===== config.mk =====
export PLATFORM = sky130hd
export DESIGN_NAME = ccip_c0_rd_arbiter_flat
export DESIGN_NICKNAME = d
export VERILOG_FILES = /design/src/rtl/ccip_c0_rd_arbiter_if.sv /design/src/rtl/ccip_c0_rd_arbiter.sv /design/src/flat_wrapper.sv
export SDC_FILE = /design/constraint.sdc
export NUM_CORES = 1
export LEC_CHECK = 0
export BUFFER_PORTS_ARGS = -buffer_cell sky130_fd_sc_hd__clkbuf_2
export CAP_MARGIN = 10
export CORE_AREA = 3 3 501 503
export CTS_CLUSTER_DIAMETER = 30
export DETAILED_ROUTE_END_ITERATION = 8
export DIE_AREA = 0 0 504 506
export PLACE_DENSITY = 0.3
export SLEW_MARGIN = 25
export SYNTH_ARGS = -nofsm -noshare
export SYNTH_HDL_FRONTEND = slang
export SYNTH_SLANG_ARGS = --single-unit

===== constraint.sdc =====
create_clock -name clk -period 12.8 [get_ports clk]
set_input_delay 1.92 -clock clk [delete_from_list [all_inputs] [get_ports clk]]
set_output_delay 1.92 -clock clk [all_outputs]
set_load 0.02 [all_outputs]

===== src/rtl/ccip_c0_rd_arbiter_if.sv =====
// Bus bundle between the DMA read engines, the MPF c0Tx port and the c0Rx
// response path, as seen by ccip_c0_rd_arbiter.
// slave  : the arbiter itself.
// master : the surrounding engines/MPF shim that drive requests and responses.
interface ccip_c0_rd_arbiter_if #(
    parameter int unsigned NUM_REQ = 2
);
    // Requester side
    logic [NUM_REQ-1:0]        req_valid;
    logic [NUM_REQ-1:0][41:0]  req_addr;
    logic [NUM_REQ-1:0][1:0]   req_len;
    logic [NUM_REQ-1:0][11:0]  req_mdata;
    logic [NUM_REQ-1:0]        req_ready;

    // MPF c0Tx side
    logic                      c0_almfull;
    logic                      c0_valid;
    logic [41:0]               c0_addr;
    logic [1:0]                c0_len;
    logic [15:0]               c0_mdata;

    // c0Rx response in
    logic                      rsp_in_valid;
    logic [15:0]               rsp_in_mdata;
    logic [1:0]                rsp_in_cl_num;
    logic [511:0]              rsp_in_data;

    // Routed response out
    logic [NUM_REQ-1:0]        rsp_valid;
    logic [11:0]               rsp_mdata;
    logic [1:0]                rsp_cl_num;
    logic [511:0]              rsp_data;

    modport slave (
        input  req_valid, req_addr, req_len, req_mdata,
        input  c0_almfull,
        input  rsp_in_valid, rsp_in_mdata, rsp_in_cl_num, rsp_in_data,
        output req_ready,
        output c0_valid, c0_addr, c0_len, c0_mdata,
        output rsp_valid, rsp_mdata, rsp_cl_num, rsp_data
    );

    modport master (
        output req_valid, req_addr, req_len, req_mdata,
        output c0_almfull,
        output rsp_in_valid, rsp_in_mdata, rsp_in_cl_num, rsp_in_data,
        input  req_ready,
        input  c0_valid, c0_addr, c0_len, c0_mdata,
        input  rsp_valid, rsp_mdata, rsp_cl_num, rsp_data
    );
endinterface


===== src/rtl/ccip_c0_rd_arbiter.sv =====
// Round-robin arbiter sharing the CCI-P c0 (read) Tx path between NUM_REQ DMA
// read engines. Requests are tagged with the requester index in mdata[15:12]
// so c0Rx responses route back; a per-requester outstanding-line credit limit
// keeps one engine from starving the others.
// Optional build macro C0_RD_ARB_STATS_EN enables the almfull stall counter;
// when undefined stat_stall_cycles is tied to zero.
module ccip_c0_rd_arbiter #(
    parameter int unsigned NUM_REQ   = 2,
    parameter int unsigned MAX_OUTST = 64
) (
    input  logic                  clk,
    input  logic                  reset,
    ccip_c0_rd_arbiter_if.slave   bus,
    output logic [31:0]           stat_stall_cycles
);

    localparam int unsigned IDX_W = (NUM_REQ > 1) ? $clog2(NUM_REQ) : 1;

    logic [IDX_W-1:0]          ptr_q, ptr_d;
    logic [NUM_REQ-1:0][8:0]   outst_q, outst_d;
    logic [NUM_REQ-1:0][2:0]   lines;
    logic [NUM_REQ-1:0]        elig;
    logic [NUM_REQ-1:0]        gnt_oh;
    logic [IDX_W-1:0]          gnt_idx;
    logic                      gnt_any;

    logic                      c0_valid_q, c0_valid_d;
    logic [41:0]               c0_addr_q, c0_addr_d;
    logic [1:0]                c0_len_q, c0_len_d;
    logic [15:0]               c0_mdata_q, c0_mdata_d;

    logic [NUM_REQ-1:0]        rsp_valid_q, rsp_valid_d;
    logic [11:0]               rsp_mdata_q, rsp_mdata_d;
    logic [1:0]                rsp_cl_num_q, rsp_cl_num_d;
    logic [511:0]              rsp_data_q, rsp_data_d;

    logic [3:0]                rsp_idx;

    assign rsp_idx = bus.rsp_in_mdata[15:12];

    // Line count per request and credit/almfull eligibility
    always_comb begin
        lines = '0;
        elig  = '0;
        for (int i = 0; i < NUM_REQ; i++) begin
            // cl_len 2 is illegal; charge it as a single line
            lines[i] = (bus.req_len[i] == 2'd2) ? 3'd1 : ({1'b0, bus.req_len[i]} + 3'd1);
            elig[i]  = bus.req_valid[i] && !bus.c0_almfull && !reset &&
                       (({1'b0, outst_q[i]} + 10'(lines[i])) <= 10'(MAX_OUTST));
        end
    end

    // Round-robin search starting at ptr, wrapping modulo NUM_REQ
    always_comb begin
        int unsigned idx;
        idx     = 0;
        gnt_any = 1'b0;
        gnt_idx = '0;
        gnt_oh  = '0;
        for (int unsigned k = 0; k < NUM_REQ; k++) begin
            idx = 32'(ptr_q) + k;
            if (idx >= NUM_REQ) begin
                idx = idx - NUM_REQ;
            end
            if (!gnt_any && elig[IDX_W'(idx)]) begin
                gnt_any = 1'b1;
                gnt_idx = IDX_W'(idx);
            end
        end
        gnt_oh[gnt_idx] = gnt_any;
    end

    assign bus.req_ready = gnt_oh;

    // Pointer advances past the granted requester, holds otherwise
    always_comb begin
        ptr_d = ptr_q;
        if (gnt_any) begin
            ptr_d = (gnt_idx == IDX_W'(NUM_REQ - 1)) ? '0 : gnt_idx + IDX_W'(1);
        end
    end

    // Outstanding-line accounting: +lines on grant, -1 per returned line, floor at 0
    always_comb begin
        logic [9:0] nxt;
        nxt     = '0;
        outst_d = outst_q;
        for (int i = 0; i < NUM_REQ; i++) begin
            nxt = {1'b0, outst_q[i]} + (gnt_oh[i] ? 10'(lines[i]) : 10'd0);
            // A return with nothing outstanding is a protocol error; do not wrap
            if (bus.rsp_in_valid && (rsp_idx == 4'(i)) && (nxt != 10'd0)) begin
                nxt = nxt - 10'd1;
            end
            outst_d[i] = nxt[8:0];
        end
    end

    // Register the granted request toward MPF; data fields hold when idle
    always_comb begin
        c0_valid_d = gnt_any;
        c0_addr_d  = c0_addr_q;
        c0_len_d   = c0_len_q;
        c0_mdata_d = c0_mdata_q;
        if (gnt_any) begin
            c0_addr_d  = bus.req_addr[gnt_idx];
            c0_len_d   = bus.req_len[gnt_idx];
            c0_mdata_d = {4'(gnt_idx), bus.req_mdata[gnt_idx]};
        end
    end

    // Route responses by mdata[15:12]; out-of-range indices raise no valid
    always_comb begin
        rsp_valid_d  = '0;
        rsp_mdata_d  = rsp_mdata_q;
        rsp_cl_num_d = rsp_cl_num_q;
        rsp_data_d   = rsp_data_q;
        for (int i = 0; i < NUM_REQ; i++) begin
            if (bus.rsp_in_valid && (rsp_idx == 4'(i))) begin
                rsp_valid_d[i] = 1'b1;
            end
        end
        if (bus.rsp_in_valid) begin
            rsp_mdata_d  = bus.rsp_in_mdata[11:0];
            rsp_cl_num_d = bus.rsp_in_cl_num;
            rsp_data_d   = bus.rsp_in_data;
        end
    end

    // State registers with synchronous reset
    always_ff @(posedge clk) begin
        if (reset) begin
            ptr_q        <= '0;
            outst_q      <= '0;
            c0_valid_q   <= 1'b0;
            c0_addr_q    <= '0;
            c0_len_q     <= '0;
            c0_mdata_q   <= '0;
            rsp_valid_q  <= '0;
            rsp_mdata_q  <= '0;
            rsp_cl_num_q <= '0;
            rsp_data_q   <= '0;
        end else begin
            ptr_q        <= ptr_d;
            outst_q      <= outst_d;
            c0_valid_q   <= c0_valid_d;
            c0_addr_q    <= c0_addr_d;
            c0_len_q     <= c0_len_d;
            c0_mdata_q   <= c0_mdata_d;
            rsp_valid_q  <= rsp_valid_d;
            rsp_mdata_q  <= rsp_mdata_d;
            rsp_cl_num_q <= rsp_cl_num_d;
            rsp_data_q   <= rsp_data_d;
        end
    end

    assign bus.c0_valid   = c0_valid_q;
    assign bus.c0_addr    = c0_addr_q;
    assign bus.c0_len     = c0_len_q;
    assign bus.c0_mdata   = c0_mdata_q;
    assign bus.rsp_valid  = rsp_valid_q;
    assign bus.rsp_mdata  = rsp_mdata_q;
    assign bus.rsp_cl_num = rsp_cl_num_q;
    assign bus.rsp_data   = rsp_data_q;

`ifdef C0_RD_ARB_STATS_EN
    logic [31:0] stall_q, stall_d;

    // Count almfull cycles with pending requests, saturating
    always_comb begin
        stall_d = stall_q;
        if (bus.c0_almfull && (|bus.req_valid) && (stall_q != 32'hFFFF_FFFF)) begin
            stall_d = stall_q + 32'd1;
        end
    end

    // Stall counter register
    always_ff @(posedge clk) begin
        if (reset) begin
            stall_q <= '0;
        end else begin
            stall_q <= stall_d;
        end
    end

    assign stat_stall_cycles = stall_q;
`else
    assign stat_stall_cycles = 32'd0;
`endif

endmodule


===== src/flat_wrapper.sv =====
// flat-port wrapper written by rule: the top's interface ports become plain ports
module ccip_c0_rd_arbiter_flat 
#(
    parameter int unsigned NUM_REQ   = 2,
    parameter int unsigned MAX_OUTST = 64
)
  (clk, reset, stat_stall_cycles, bus_req_valid, bus_req_addr, bus_req_len, bus_req_mdata, bus_c0_almfull, bus_rsp_in_valid, bus_rsp_in_mdata, bus_rsp_in_cl_num, bus_rsp_in_data, bus_req_ready, bus_c0_valid, bus_c0_addr, bus_c0_len, bus_c0_mdata, bus_rsp_valid, bus_rsp_mdata, bus_rsp_cl_num, bus_rsp_data);
  ccip_c0_rd_arbiter_if #(.NUM_REQ(NUM_REQ)) bus_i ();
  input  logic clk;
  input  logic reset;
  output logic [31:0] stat_stall_cycles;
  input wire logic [$bits(bus_i.req_valid)-1:0] bus_req_valid;
  input wire logic [$bits(bus_i.req_addr)-1:0] bus_req_addr;
  input wire logic [$bits(bus_i.req_len)-1:0] bus_req_len;
  input wire logic [$bits(bus_i.req_mdata)-1:0] bus_req_mdata;
  input wire logic [$bits(bus_i.c0_almfull)-1:0] bus_c0_almfull;
  input wire logic [$bits(bus_i.rsp_in_valid)-1:0] bus_rsp_in_valid;
  input wire logic [$bits(bus_i.rsp_in_mdata)-1:0] bus_rsp_in_mdata;
  input wire logic [$bits(bus_i.rsp_in_cl_num)-1:0] bus_rsp_in_cl_num;
  input wire logic [$bits(bus_i.rsp_in_data)-1:0] bus_rsp_in_data;
  output wire logic [$bits(bus_i.req_ready)-1:0] bus_req_ready;
  output wire logic [$bits(bus_i.c0_valid)-1:0] bus_c0_valid;
  output wire logic [$bits(bus_i.c0_addr)-1:0] bus_c0_addr;
  output wire logic [$bits(bus_i.c0_len)-1:0] bus_c0_len;
  output wire logic [$bits(bus_i.c0_mdata)-1:0] bus_c0_mdata;
  output wire logic [$bits(bus_i.rsp_valid)-1:0] bus_rsp_valid;
  output wire logic [$bits(bus_i.rsp_mdata)-1:0] bus_rsp_mdata;
  output wire logic [$bits(bus_i.rsp_cl_num)-1:0] bus_rsp_cl_num;
  output wire logic [$bits(bus_i.rsp_data)-1:0] bus_rsp_data;
  assign bus_i.req_valid = bus_req_valid;
  assign bus_i.req_addr = bus_req_addr;
  assign bus_i.req_len = bus_req_len;
  assign bus_i.req_mdata = bus_req_mdata;
  assign bus_i.c0_almfull = bus_c0_almfull;
  assign bus_i.rsp_in_valid = bus_rsp_in_valid;
  assign bus_i.rsp_in_mdata = bus_rsp_in_mdata;
  assign bus_i.rsp_in_cl_num = bus_rsp_in_cl_num;
  assign bus_i.rsp_in_data = bus_rsp_in_data;
  assign bus_req_ready = bus_i.req_ready;
  assign bus_c0_valid = bus_i.c0_valid;
  assign bus_c0_addr = bus_i.c0_addr;
  assign bus_c0_len = bus_i.c0_len;
  assign bus_c0_mdata = bus_i.c0_mdata;
  assign bus_rsp_valid = bus_i.rsp_valid;
  assign bus_rsp_mdata = bus_i.rsp_mdata;
  assign bus_rsp_cl_num = bus_i.rsp_cl_num;
  assign bus_rsp_data = bus_i.rsp_data;
  ccip_c0_rd_arbiter #(.NUM_REQ(NUM_REQ), .MAX_OUTST(MAX_OUTST)) u_core (.clk(clk), .reset(reset), .bus(bus_i), .stat_stall_cycles(stat_stall_cycles));
endmodule

### Word-level counts from Yosys, hierarchy flattened

Cells that the tools add are included.

| storage, ports and cells | value |
|---|---|
| output and inout port bits | 623 |
| logic and storage cells | 80 |
| register bits | 605 |
| bits of input ports | 648 |

| cells by class | value |
|---|---|
| multiplexer cells | 27 |
| order comparisons | 8 |
| bitwise gates (word level) | 1 |
| reduce and logical (&&, ||, !) cells | 18 |
| add/subtract/negate cells | 12 |
| equality and inequality tests | 3 |

Operators with widths:

| kind | count |
|---|---|
| $mux 42 | 2 |
| $add 9x3->10 | 4 |
| $mux 12 | 2 |
| $le 10x7->1 const B | 2 |
| $reduce_bool 10->1 | 2 |
| $mux 9 | 2 |
| $sub 9x1->9 const B | 2 |
| $mux 1 | 14 |
| $logic_and 1x1->1 | 12 |
| $mux 3 | 4 |
| $add 2x1->3 const B | 2 |
| $lt 1x2->1 const B | 3 |
| $eq 2x2->1 const B | 2 |
| $eq 4x1->1 const B | 1 |
| $logic_not 4->1 | 1 |
| $mux 2 | 2 |
| $logic_not 1->1 | 3 |
| $add 1x1->2 const B | 1 |
| $and 2x2->2 | 1 |
| $ge 1x2->1 const B | 1 |
| $ge 2x2->1 const B | 1 |
| $sub 1x1->1 const B | 2 |
| $add 1x1->1 const B | 1 |
| $demux 1 s1 | 1 |
| $ge 1x1->1 const B | 1 |

### Longest topological paths before layout

| logic depth | value |
|---|---|
| depth in word-level cells | 21 |
| mapped depth | 20 |
| gate-level depth less buffers | 19 |

### Worst setup path after synthesis

No wires, ideal clock.

| timing path | value |
|---|---|
| path type | input -> register |
| start point | input bus_req_len[0] |
| end point | register u_core.outst_q[5] in the netlist's numbering |
| cell stages on the path | 18 |
| path buffers | 1 |
| path slack | 6.357 ns |
| data arrival time | 6.323 ns |
| data required time | 12.679 ns |
| library setup time | 0.121 ns |
| cell sequence | inv_1 > ha_1 > fa_1 > or2_2 > o41ai_1 > o311ai_0 > a31o_2 > a21oi_1 > buf_2 > nand2_1 > fa_1 > nor2b_1 > o211a_1 > a21oi_1 > o22a_1 > or3_1 > a41oi_1 > mux2_2 |

| on the way | value |
|---|---|
| word-level cells in the longest chain between the ends | 21 |
| elaborated cells on any way between the ends | 28 |
| those cells by class | add/sub: 4; order compare: 3; eq/ne: 1; mux: 13; bitwise: 1; reduce/logical: 6 |

RTL lines:

| what | RTL line | source |
|---|---|---|
| from (decl) | flat_wrapper.sv:14 | `input wire logic [$bits(bus_i.req_len)-1:0] bus_req_len;` |
| $add 2x1->3 or $eq 2x2->1 (tied branches) | ccip_c0_rd_arbiter.sv:47 | `lines[i] = (bus.req_len[i] == 2'd2) ? 3'd1 : ({1'b0, bus.req_len[i]} + 3'd1);` |
| $mux 3 (*) | ccip_c0_rd_arbiter.sv:47 |  |
| $add 9x3->10 (*) | ccip_c0_rd_arbiter.sv:49 | `(({1'b0, outst_q[i]} + 10'(lines[i])) <= 10'(MAX_OUTST));` |
| $le 10x7->1 (*) | ccip_c0_rd_arbiter.sv:49 |  |
| $logic_and 1x1->1 (*) | ccip_c0_rd_arbiter.sv:48 | `elig[i] = bus.req_valid[i] && !bus.c0_almfull && !reset &&` |
| $mux 1 (not written as such) (2 in series) | ccip_c0_rd_arbiter.sv:65 | `if (!gnt_any && elig[IDX_W'(idx)]) begin` |
| $mux 1 | ccip_c0_rd_arbiter.sv:65 |  |
| $logic_not 1->1 | ccip_c0_rd_arbiter.sv:65 |  |
| (+4 left out) | n/a |  |
| $mux 1 (not written as such) | ccip_c0_rd_arbiter.sv:70 | `gnt_oh[gnt_idx] = gnt_any;` |
| $demux 1 s1 | n/a |  |
| $and 2x2->2 (no source line) (*) | n/a |  |
| net bus_req_ready[0] | flat_wrapper.sv:21 | `output wire logic [$bits(bus_i.req_ready)-1:0] bus_req_ready;` |
| $mux 3 (*) | ccip_c0_rd_arbiter.sv:89 | `nxt = {1'b0, outst_q[i]} + (gnt_oh[i] ? 10'(lines[i]) : 10'd0);` |
| $add 9x3->10 (*) | ccip_c0_rd_arbiter.sv:89 |  |
| parallel branches: the longest is 2 deep, another holds $sub 9x1->9 | n/a |  |
| $mux 9 (*) | ccip_c0_rd_arbiter.sv:91 | `if (bus.rsp_in_valid && (rsp_idx == 4'(i)) && (nxt != 10'd0)) begin` |
| to (signal assigned) | ccip_c0_rd_arbiter.sv:144 | `outst_q <= outst_d;` |
| to (decl) | ccip_c0_rd_arbiter.sv:20 | `logic [NUM_REQ-1:0][8:0] outst_q, outst_d;` |

Mark *: on every way through the listed nets, which the timed path passes. The select of a mux whose other input is x is not followed.
A chain may end at the register's enable or synchronous reset.

### Worst setup path in the final report

| timing path | value |
|---|---|
| start point | input bus_req_len[2] |
| end point | output bus_req_ready[1] |

| on the way | value |
|---|---|
| word-level cells in the longest chain between the ends | 16 |
| elaborated cells on any way between the ends | 22 |
| those cells by class | add/sub: 2; order compare: 3; eq/ne: 1; mux: 11; bitwise: 1; reduce/logical: 4 |

RTL lines:

| what | RTL line |
|---|---|
| $add 2x1->3 or $eq 2x2->1 (tied branches) | ccip_c0_rd_arbiter.sv:47 |
| $mux 3 (*) | ccip_c0_rd_arbiter.sv:47 |
| $add 9x3->10 (*) | ccip_c0_rd_arbiter.sv:49 |
| $le 10x7->1 (*) | ccip_c0_rd_arbiter.sv:49 |
| $logic_and 1x1->1 (*) | ccip_c0_rd_arbiter.sv:48 |
| $mux 1 (not written as such) (2 in series) | ccip_c0_rd_arbiter.sv:65 |
| $mux 1 | ccip_c0_rd_arbiter.sv:65 |
| $logic_not 1->1 | ccip_c0_rd_arbiter.sv:65 |
| $logic_and 1x1->1 | ccip_c0_rd_arbiter.sv:65 |
| $mux 1 | ccip_c0_rd_arbiter.sv:65 |
| $lt 1x2->1 (not written as such) or $ge 1x1->1 (tied branches) | ccip_c0_rd_arbiter.sv:70 |
| $logic_and 1x1->1 (not written as such) | ccip_c0_rd_arbiter.sv:70 |
| $mux 1 (not written as such) | ccip_c0_rd_arbiter.sv:70 |
| $demux 1 s1 | n/a |
| $and 2x2->2 (no source line) (*) | n/a |
| to (decl) | flat_wrapper.sv:21 |

Mark *: on every way between the ends. The rest lies on a longest branch, timed or not. The select of a mux whose other input is x is not followed.

==> flow_metrics.py <==
metrics = {
    "power": {
        "vdd_drop_max_uv": 118,
        "power_leakage_nw": 19.5,
        "cellPowerDensity_mw_per_mm2": 204,
        "p_total_mw": 8.20,
    },
    "critical_path": {
        "path_cells": "clkbuf_2 -> inv_1 -> ha_1 -> fa_1 -> a21oi_1 -> mux2i_1 -> nand4b_1 -> a21oi_1 -> o21a_2 -> buf_4 -> clkbuf_2",
        "cp.depth": 11,
        "cp-start-kind": "primary input",
        "endpoint_kind": "output port",
        "worst_path_max_delay_cell": "buf_4",
        "critPathRequiredTime_ns": 10.88,
        "crit_family": "compound AO/OA/AOI/OAI gates",
        "slowest_delay_ns": 0.55,
        "critPathArrivalTime_ns": 5.03,
        "criticalPathCategory": "in -> out",
        "r2r_cells": 18,
        "crit_buf_inv": 4,
        "critPathMaxFanout": 59,
    },
    "clock_tree": {
        "cts_buffers": 217,
        "root_buffer": "clkbuf_16",
        "cts_buffer_depth": 3,
        "clock_latency_ns": 0.83,
        "clk_pin_slew_ns": 0.04,
        "h-tree-depth": 4,
        "postCtsSetupRepairBufs": 0,
        "cts_tree": "built",
        "cts_hold_buf": 0,
        "cts.sinks": 605,
        "cts_resized": 0,
    },
    "place": {
        "numPortBuffers": 1235,
        "dp_hpwl_mm": 136,
        "gp_congestion": 0.868,
        "post_dp_cell_area_mm2": 0.0324,
    },
    "synth": {
        "ys_types": 65,
        "syn_area_per_cell_um2": 10.1,
        "yosysMostFrequentCell": "dfxtp_1",
        "async_flop_share_pct": 0,
        "yosysTopAreaCell": "dfxtp_1",
        "synth_compound_area_share_pct": 4.03,
        "post_synth_xor_area_fraction_pct": 0.774,
        "synth_seq_cells": 605,
        "synth_edf_count": 0,
        "synthSimpleGateAreaFrac_pct": 12.9,
        "synth_top_area_share_pct": 53.5,
        "yosys-top-cells-count": "605 x dfxtp_1, 562 x nor2_1, 528 x mux2i_1, 111 x nand2_1, 75 x clkbuf_1",
        "yosysWarnings": 0,
        "synthesis.area_mm2": 0.0226,
        "muxShareOfSynthArea_pct": 23.5,
        "synthFlopType": "dfxtp_1",
        "yosys-top-cells-area": "dfxtp_1 54%, mux2i_1 23%, nor2_1 9.3%, nand2_1 1.8%, a22oi_1 1.6%",
        "yosysSeqAreaShare_pct": 53.5,
        "postSynthCellCount": 2234,
        "synth_top_family_by_area": "multiplexers",
        "synth_fa_ha_area_share_pct": 1.13,
    },
    "run": {
        "maxCapViolations": 0,
    },
    "route": {
        "dr.first_iter.drc_count": 1142,
        "firstDrtPassIters": 5,
        "drc": 0,
        "num_vias": 22137,
        "wl_mm": 164,
        "postRouteAntennaNets": 0,
        "wl_per_cell_um": 23.2,
        "viasPerCell": 3.13,
    },
    "final_layout": {
        "fin_nets": 4225,
        "area_delta_synth_final_pct": 77.5,
        "post-route-util_pct": 16.3,
        "final_area_mm2": 0.0402,
        "drive_gt1_share_pct": 43.8,
    },
    "worst_hold_path": {
        "hp-class": "reg -> reg",
        "holdPathStages": 2,
    },
    "timing": {
        "setup_viol_count_final": 0,
        "fmax_mhz": 144,
        "min_period_ns": 6.95,
        "hold_ws_ns": 0.465,
        "final_hold_viol_count": 0,
        "slew_headroom_pct": 29.8,
        "finalClockSkew_ns": 0.0673,
        "rsz0062_at_grt": "false",
        "finalSetupTns_ns": 0,
        "slew_violations": 0,
        "worstMarginPinSlew_ns": 1.05,
        "timing.final.crit_share_pct": 54.3,
    },
    "global_routing": {
        "antenna_found_initial": 188,
        "grt_max_degree": 125,
        "grt_pass1_wl_mm": 213,
        "grt_pass1_vias": 22338,
        "grt_overflow": 0,
        "track_usage_pct": 12.4,
    },
    "floorplanning": {
        "initial_core_util_pct": 9.18,
        "die_h_um": 506,
        "core_area_mm2": 0.246,
        "die_w_um": 504,
        "die_area_mm2": 0.255,
        "rows": 182,
        "ios": 1271,
    },
    "status": {
        "status": "finished clean",
    },
}
==> flip-flops by register name (all words and copies together), names as in the netlist <==
signal / count
u_core.bus.rsp_data: 512
u_core.bus.c0_len: 2
u_core.bus.c0_addr: 42
u_core.outst_q: 18
u_core.bus.rsp_mdata: 12
u_core.ptr_q: 1
u_core.bus.rsp_cl_num: 2
u_core.bus.rsp_valid: 2
u_core.bus.c0_valid: 1
u_core.bus.c0_mdata: 13
==> report_power, final <==
part	internal, mW	leakage (nW)	switching, mW	total, mW
sequential	2.01	4.99	0.0707	2.08
combinational	0.263	10.8	0.470	0.733
clock	3.81	3.79	1.57	5.39
==> metal layers <==
metal  global-route usage (%)  vias up  part of all wire [%]
met1                     13.3    10057                    37
li1                         -    10237                     -
met2                     20.2     1267                    46
met4                     3.55      148                   2.6
met5                        0        -                  0.62
met3                     7.76      428                    14
==> layout by cell type (no fill, tap or decap), types with 6 or more instances in the layout <==
master and n:
clkbuf_2 1233, clkinv_2 46, a22oi_1 48, conb_1 35, inv_1 22, buf_4 18
a21oi_1 13, xor2_1 7, nor3_1 10, clkbuf_8 66, nor2_1 562, nand2_1 111
clkbuf_16 217, ha_1 14, and2_1 8, mux2i_1 528, a21o_1 7, xnor2_1 13
clkbuf_1 35, o21ai_0 6, diode_2 24, bufinv_16 18, nand3_1 7, a222oi_1 6
clkinv_16 13, dfxtp_1 605
==> worst paths after layout <==
path | from | endpoint | slack [ns]
setup / recovery | bus_req_len[2] | bus_req_ready[1] | 5.85
hold / removal | u_core.bus.c0_addr[6] | u_core.bus.c0_addr[6] | 0.47
setup reg to reg | u_core.outst_q[9] | u_core.outst_q[15] | 6.88
hold reg to reg | u_core.bus.c0_addr[6] | u_core.bus.c0_addr[6] | 0.47
==> logic make-up (layout without fill, tap and decap cells) <==
kind of cell	after synthesis	after routing
buffers and inverters	204	1674
and+or+nand+nor	735	735
other	1	59
xor gates and xnor gates	20	20
adders and majority gates	18	18
muxes	531	531
AOI/OAI and AO/OA	120	120
DFF	605	605
==> stage by stage <==
| step | setup WS, ns | instances |
|---|---|---|
| 6_report | 5.85 | 7074 |
| 3_5_place_dp | 5.22 | 6652 |
| 4_1_cts | 5.86 | 7050 |
| 3_3_place_gp | 5.18 | 6652 |
| 5_1_grt | 5.66 | 7052 |
| 2_1_floorplan | 6.36 | 2268 |
==> worst min-delay path: cells and delay by family (launching register included) <==
family	cells	cell delay, ns
DFF	1	0.32
AOI/OAI and AO/OA	1	0.06
buffers and inverters	1	0.05
==> cell type report <==
cell class                 instances  area [µm²]
clock buffer                     318        6470
antenna                           24        60.1
multi-input combinational       1459        9740
sequential                       605       12100
clock inverter                    80        1200
timing repair buffer            1254        6360
tap                             3312        4140
inverter                          22        82.6
fill                           27988      206000
No activity file was read; power rests on OpenSTA's default activity.
